$ cat src/rtl/core_block_ctrl.sv
// Core-side block dispatch endpoint: splits an assigned block into warps, issues them
// over valid/ready, counts retirements and pulses core_done once per block.
module core_block_ctrl #(
    parameter int unsigned WARP_SIZE   = 32,
    parameter int unsigned MAX_THREADS = 1024,
    parameter int unsigned WARP_W      = $clog2(MAX_THREADS / WARP_SIZE) + 1
) (
    input  logic                 clk,
    input  logic                 reset,
    input  logic                 core_start,
    input  logic [31:0]          block_id,
    input  logic [31:0]          threads_per_block,
    output logic                 warp_valid,
    input  logic                 warp_ready,
    output logic [WARP_W-1:0]    warp_id,
    output logic [31:0]          warp_base_thread,
    output logic [WARP_SIZE-1:0] warp_mask,
    input  logic                 warp_retire,
    output logic                 core_done,
    output logic                 busy,
    output logic                 err
);
    localparam int unsigned LANE_W = $clog2(WARP_SIZE);

    localparam logic [2:0] S_IDLE    = 3'd0;
    localparam logic [2:0] S_LAUNCH  = 3'd1;
    localparam logic [2:0] S_ISSUE   = 3'd2;
    localparam logic [2:0] S_DRAIN   = 3'd3;
    localparam logic [2:0] S_DONE    = 3'd4;
    localparam logic [2:0] S_RELEASE = 3'd5;

    logic [2:0]           state_q, state_d;
    logic [31:0]          blk_q, blk_d;
    logic [31:0]          tpb_q, tpb_d;
    logic [WARP_W-1:0]    num_warps_q, num_warps_d;
    logic [LANE_W-1:0]    tail_q, tail_d;
    logic [WARP_W-1:0]    issued_q, issued_d;
    logic [WARP_W-1:0]    retired_q, retired_d;
    logic [31:0]          base_out_d;
    logic [WARP_SIZE-1:0] mask_d;
    logic                 err_d;

    logic [LANE_W-1:0]    tail_c;
    logic [WARP_W-1:0]    nw_c;

    // Mask for the last warp: partial when the block size is not a warp multiple.
    function automatic logic [WARP_SIZE-1:0] lane_mask(input logic [LANE_W-1:0] t);
        if (t == '0) return '1;
        return (WARP_SIZE'(1) << t) - WARP_SIZE'(1);
    endfunction

    assign tail_c  = tpb_q[LANE_W-1:0];
    assign nw_c    = WARP_W'(tpb_q >> LANE_W) + WARP_W'(|tail_c);
    assign warp_id = issued_q;

    always_comb begin
        state_d     = state_q;
        blk_d       = blk_q;
        tpb_d       = tpb_q;
        num_warps_d = num_warps_q;
        tail_d      = tail_q;
        issued_d    = issued_q;
        retired_d   = retired_q;
        base_out_d  = warp_base_thread;
        mask_d      = warp_mask;
        err_d       = err;

        // Retirements are only legal while warps can be outstanding.
        if (warp_retire) begin
            if ((state_q == S_ISSUE || state_q == S_DRAIN) && retired_q != issued_q)
                retired_d = retired_q + WARP_W'(1);
            else
                err_d = 1'b1;
        end

        case (state_q)
            S_IDLE: begin
                if (core_start) begin
                    blk_d   = block_id;
                    tpb_d   = threads_per_block;
                    state_d = S_LAUNCH;
                end
            end
            S_LAUNCH: begin
                num_warps_d = nw_c;
                tail_d      = tail_c;
                issued_d    = '0;
                retired_d   = '0;
                if (tpb_q == 32'd0) begin
                    state_d = S_DONE;
                end else if (tpb_q > 32'(MAX_THREADS)) begin
                    err_d   = 1'b1;
                    state_d = S_DONE;
                end else begin
                    base_out_d = 32'(blk_q * tpb_q);
                    mask_d     = (nw_c == WARP_W'(1)) ? lane_mask(tail_c) : '1;
                    state_d    = S_ISSUE;
                end
            end
            S_ISSUE: begin
                if (warp_ready) begin
                    issued_d = issued_q + WARP_W'(1);
                    if (issued_q == num_warps_q - WARP_W'(1)) begin
                        state_d = S_DRAIN;
                    end else begin
                        base_out_d = warp_base_thread + 32'(WARP_SIZE);
                        mask_d     = (issued_d == num_warps_q - WARP_W'(1)) ? lane_mask(tail_q) : '1;
                    end
                end
            end
            S_DRAIN: begin
                if (retired_d == num_warps_q) state_d = S_DONE;
            end
            S_DONE: begin
                state_d = S_RELEASE;
            end
            S_RELEASE: begin
                if (!core_start) state_d = S_IDLE;
            end
            default: begin
                state_d = S_IDLE;
            end
        endcase
    end

    always_ff @(posedge clk) begin
        if (reset) begin
            state_q          <= S_IDLE;
            blk_q            <= '0;
            tpb_q            <= '0;
            num_warps_q      <= '0;
            tail_q           <= '0;
            issued_q         <= '0;
            retired_q        <= '0;
            warp_valid       <= 1'b0;
            warp_base_thread <= '0;
            warp_mask        <= '0;
            core_done        <= 1'b0;
            busy             <= 1'b0;
            err              <= 1'b0;
        end else begin
            state_q          <= state_d;
            blk_q            <= blk_d;
            tpb_q            <= tpb_d;
            num_warps_q      <= num_warps_d;
            tail_q           <= tail_d;
            issued_q         <= issued_d;
            retired_q        <= retired_d;
            warp_valid       <= (state_d == S_ISSUE);
            warp_base_thread <= base_out_d;
            warp_mask        <= mask_d;
            core_done        <= (state_d == S_DONE);
            busy             <= (state_d != S_IDLE);
            err              <= err_d;
        end
    end
endmodule

$ cat config.mk
export PLATFORM = sky130hd
export DESIGN_NAME = core_block_ctrl
export DESIGN_NICKNAME = d
export VERILOG_FILES = /design/src/rtl/core_block_ctrl.sv
export SDC_FILE = /design/constraint.sdc
export NUM_CORES = 2
export LEC_CHECK = 0
export BUFFER_PORTS_ARGS = -buffer_cell sky130_fd_sc_hd__buf_2
export CAP_MARGIN = 0
export CORE_ASPECT_RATIO = 1.2
export CORE_MARGIN = 3
export CORE_UTILIZATION = 40
export DETAILED_ROUTE_END_ITERATION = 16
export PLACE_DENSITY = 0.55
export REMOVE_ABC_BUFFERS = 1
export SYNTH_ARGS = -nofsm -noshare
export SYNTH_HDL_FRONTEND = slang
export SYNTH_SLANG_ARGS = --single-unit
$ cat constraint.sdc
create_clock -name clk -period 8 [get_ports clk]
set_clock_uncertainty 0.2 [all_clocks]
set_input_delay 0.4 -clock clk [delete_from_list [all_inputs] [get_ports clk]]
set_output_delay 0.4 -clock clk [all_outputs]
set_load 0.01 [all_outputs]
# Yosys cells after proc, flatten, opt, wreduce, memory -nomap -nowiden
# Cells that the tools add are included.
# op_classes
n_addsub,7
multipliers,1
magnitude_cmp,1
eq_ne,16
n_shift,2
n_mux,41
reduce_logical,13
# ops
operator,n
$mux 32,14
$pmux 32 s2,2
$shl 1x5->32 const A,2
$sub 32x2->32 const B,2
$add 32x6->32 const B,1
$gt 32x11->1 const B,1
$logic_not 32->1,1
$mul 32x32->32,1
$mux 3,7
$eq 6x6->1,3
$mux 6,3
$pmux 3 s6,1
$mux 1,13
$add 6x1->6 const B,2
$pmux 6 s2,1
$logic_not 5->1,2
$eq 3x2->1 const B,3
$eq 3x3->1 const B,3
$ne 2x2->1 const B,4
$add 6x1->6,1
$eq 6x1->1 const B,1
$ne 6x6->1,1
$sub 6x1->6 const B,1
$reduce_and 5->1,1
other kinds (9),10
# totals
reg_bits,158
output_inout_bits,74
wordCells,94

# Depth between registers and ports, before layout
# depth
depth_word,10
depth_mapped,28
ltp_nobuf,25

# Worst setup path before layout
# Ideal clock, no wire load.
# synth_timing
kind,register to register
start,register tpb_q[3]
end,register warp_base_thread[31]
setup_ns,0.103
arrival_time_ns,7.250
required_ns,7.697
setup_slack_ns,0.447
stages_incl_launch_ff,25
n_path_buf,3
path_cell_list,dfxtp_1 -> clkbuf_1 -> clkbuf_1 -> clkbuf_1 -> and2_1 -> fa_1 -> inv_1 -> fa_1 -> fa_1 -> fa_1 -> inv_1 -> fa_1 -> fa_1 -> fa_1 -> fa_1 -> ha_1 -> nand3_2 -> inv_1 -> nand3_1 -> or4_1 -> o22a_1 -> a31oi_1 -> a211o_1 -> xnor2_1 -> a2111oi_2
# synth_between
elab_chain_len,4
word_cells_on_any_way,9
classes_between,1 x mul; 1 x order compare; 2 x eq/ne; 3 x mux; 2 x reduce/logical
# synth_rtl
item,line,rtl
"start, declared",34,"logic [31:0] tpb_q, tpb_d;"
"start signal, assigned",144,tpb_q <= tpb_d;
$mul 32x32->32,95,base_out_d = 32'(blk_q * tpb_q);
$mux 32,91,end else if (tpb_q > 32'(MAX_THREADS)) begin
$mux 32,89,if (tpb_q == 32'd0) begin
$pmux 32 s2,76,case (state_q)
"end signal, assigned",150,warp_base_thread <= base_out_d;
"end, declared",16,"output logic [31:0] warp_base_thread,"
# Several ways; a longest one is shown, not always the timed one. The select of a mux whose other input is x is not followed.
# A chain may end at the register's enable or synchronous reset.

# Worst setup path in the final report
# layout_timing
start,register tpb_q[2]
end,register warp_base_thread[31]
# Same word-level chain as after synthesis.

==> flow_metrics.tcl <==
set metrics [dict create \
    critPathCaptureType "flip-flop" \
    syn_area_sq_um 23940 \
    start_kind "flip-flop" \
    placed_cell_area_sq_um 25480 \
    clock_latency_ps 490 \
    die_area_sq_um 62830 \
    wl_per_cell_um 19.48 \
    fillCellCount 5871 \
    vias 19768 \
    drv_slew 0 \
    ios 143 \
    cts_tree "done" \
    irDropWorstVdd_mv 0.1514 \
    cts_buffers 17 \
    rows 97 \
    period_share 0.9738 \
    drive_gt1_frac 0.09990 \
    drt-initial-drc-count 1172 \
    design_area_sq_um 26640 \
    grt_overflow 0 \
    drt-vias-per-instance 5.264 \
    grt_pass1_wl_um 118600 \
    firstDrtPassIters 5 \
    crit_fanout 19 \
    layout_commonest_cell "nand2_1" \
    ys_types 83 \
    cts-root-buf "clkbuf_16" \
    port_buffers 142 \
    fin_crit_ps 7790 \
    seq_area_sq_um 3182 \
    worst_pin_slew_ps 1221 \
    fin_worst_hold_slack_ps 43.03 \
    fin_ws_ps 209.7 \
    status "complete, no violations" \
    layout_common_cells "nand2_1, fa_1, inv_1" \
    die_h_um 274.0 \
    final_util 0.4526 \
    async_flop_share 0 \
    reg2reg_to "warp_base_thread[31]" \
    maxSlewHeadroom 0.1852 \
    start_util 0.4067 \
    synth_edf_count 0 \
    hold_violations 0 \
    grt_max_degree 73 \
    crit_arrival_ps 7950 \
    regToRegSetupSlack_ps 210 \
    p_per_area_nw_per_um2 115.8 \
    diodes 0 \
    nets 3558 \
    r2r_cells 22 \
    area_delta_synth_final_pct 11.28 \
    cts.clk_slew.worst_paths_ps 80 \
    final_antenna_net_count 0 \
    syn_area_per_cell_sq_um 8.388 \
    syn_inst 2854 \
    yosysWarningCount 0 \
    cts_setup_buffers 0 \
    post-dp-hpwl_um 58100 \
    min_from "warp_ready" \
    critPathKind "flip-flop to flip-flop" \
    synthFlopType "dfxtp_1" \
    gp_congestion 0.8875 \
    grt_pass1_vias 21388 \
    required_ps 8160 \
    antenna_found_initial 0 \
    route.detailed.drc 0 \
    synth-seq-cells 158 \
    die_w_um 229.3 \
    clock_sinks 158 \
    core_area_sq_um 58860 \
    place_ws_ps 229.3 \
    min_to "warp_id[1]" \
    ys_seq_area_frac 0.1321 \
    track_usage 0.2409 \
    h-tree-depth 4 \
    setup_viol 0 \
    fin_setup_tns_ps 0 \
    rsz0062_at_grt "no" \
    p_leak_nw 12.31 \
    wl_um 73160 \
    min_path_cells 3 \
    multi_input_area_sq_um 18580 \
    r2r-start "tpb_q[2]" \
    min_path_type "input port to flip-flop" \
    max_freq_mhz 128.4 \
    max_cap_violations 0 \
    clk_path_buf_depth 2 \
]
[routing by layer]
layer,track usage,vias up,share of wire
met5,0,-,0
met4,0.07962,0,0.027
met3,0.03917,96,0.058
met2,0.4155,600,0.49
met1,0.3086,9975,0.42
li1,-,9097,-
[area by class of cell]
type,count,share of cell area
Clock inverter,14,0.006434
Multi-Input combinational cell,2112,0.6974
Tap cell,792,0.03720
Timing Repair Buffer,271,0.06810
Sequential cell,158,0.1194
Clock buffer,18,0.01649
Inverter,390,0.05495
[sequential cells by signal, summed over array words and instances, names as in the netlist]
signal and flops:
warp_valid 1, tpb_q 32, state_q 3, busy 1
retired_q 6, tail_q 5, num_warps_q 6, warp_id 6
err 1, warp_base_thread 32, blk_q 32, core_done 1
warp_mask 32
[metrics by stage]
step	power, mW	cells
global placement	2.176	3670
floorplan	1.711	2660
detailed placement	2.195	3670
global route	3.292	3755
CTS	3.114	3755
finish	3.084	3755
[critical path: stages, from the launching register on]
cell and delay, ps:
dfxtp_1 310, buf_4 200, and2_1 200, fa_1 530, inv_1 50, fa_1 460, fa_1 550, fa_1 590
inv_1 60, fa_1 480, fa_1 580, fa_1 450, fa_1 450, ha_1 390, nand3_2 130, inv_1 120
nand3_1 120, or4_1 570, o22a_1 250, a31oi_1 280, a211o_1 180, xnor2_1 90, a2111oi_2 420
[kinds of logic (layout without fill, tap and decap cells)]
logic type | count (synthesis) | after routing | synth area share
buffers and inverters | 584 | 693 | 0.09261
adder cells (fa/ha/maj) | 540 | 540 | 0.4101
AO/OA/AOI/OAI | 385 | 385 | 0.09946
XOR/XNOR | 128 | 128 | 0.04740
multiplexers | 10 | 10 | 0.004286
flip-flops | 158 | 158 | 0.1321
AND/OR/NAND/NOR | 1049 | 1049 | 0.2140
[worst max-delay path by stage]
| stage | startpoint | end | slack [ps] | cells after the start |
|---|---|---|---|---|
| 6_report | tpb_q[2] | warp_base_thread[31] | 210 | 22 |
| 5_1_grt | tpb_q[2] | warp_base_thread[31] | 4 | 22 |
| 4_1_cts | tpb_q[4] | warp_base_thread[31] | 190 | 21 |
| 3_5_place_dp | blk_q[13] | warp_base_thread[31] | 230 | 20 |
| 3_3_place_gp | blk_q[13] | warp_base_thread[31] | 350 | 20 |
| 2_1_floorplan | tpb_q[3] | warp_base_thread[31] | 470 | 21 |
[cell usage after synthesis (4+ instances only)]
cell | n | share of area
o21a_1 | 5 | 0.0016
xnor2_1 | 85 | 0.031
nor4_1 | 13 | 0.0034
fa_1 | 408 | 0.34
nand3_1 | 36 | 0.0075
buf_1 | 10 | 0.0016
o221ai_1 | 5 | 0.0018
a211o_1 | 4 | 0.0015
a22o_1 | 5 | 0.0018
xor2_1 | 42 | 0.015
a21boi_0 | 4 | 0.0013
or3_1 | 8 | 0.0021
nor2b_1 | 11 | 0.0029
nor3_1 | 25 | 0.0052
a221oi_1 | 13 | 0.0048
nor3b_1 | 4 | 0.0013
clkbuf_1 | 169 | 0.026
a21o_1 | 11 | 0.0034
nor2_1 | 102 | 0.016
mux2i_1 | 8 | 0.0033
o211ai_1 | 13 | 0.0041
or2_2 | 8 | 0.0021
a211oi_1 | 19 | 0.0060
o21ai_0 | 66 | 0.014
a31oi_1 | 16 | 0.0042
nand2b_1 | 10 | 0.0026
and2_1 | 311 | 0.081
o22ai_1 | 5 | 0.0013
a21oi_1 | 174 | 0.036
dfxtp_1 | 158 | 0.13
and3_1 | 14 | 0.0037
buf_2 | 13 | 0.0027
nand2_1 | 472 | 0.074
nand4_1 | 12 | 0.0031
ha_1 | 131 | 0.068
or4_1 | 4 | 0.0013
inv_1 | 389 | 0.061
[timing repair]
action                                 in CTS  in global routing
gates resized for setup                     0                 12
endpoints found under the hold margin      53                  0
setup endpoints to repair                   0                  2
hold buffers                               53                  0
[where the power goes]
part	internal, mW	leakage, nW	switching (mW)
Clock	0.454	0.292	0.430
Combinational	0.494	10.7	0.755
Sequential	0.832	1.29	0.119
(Power assumes the default switching activity.)
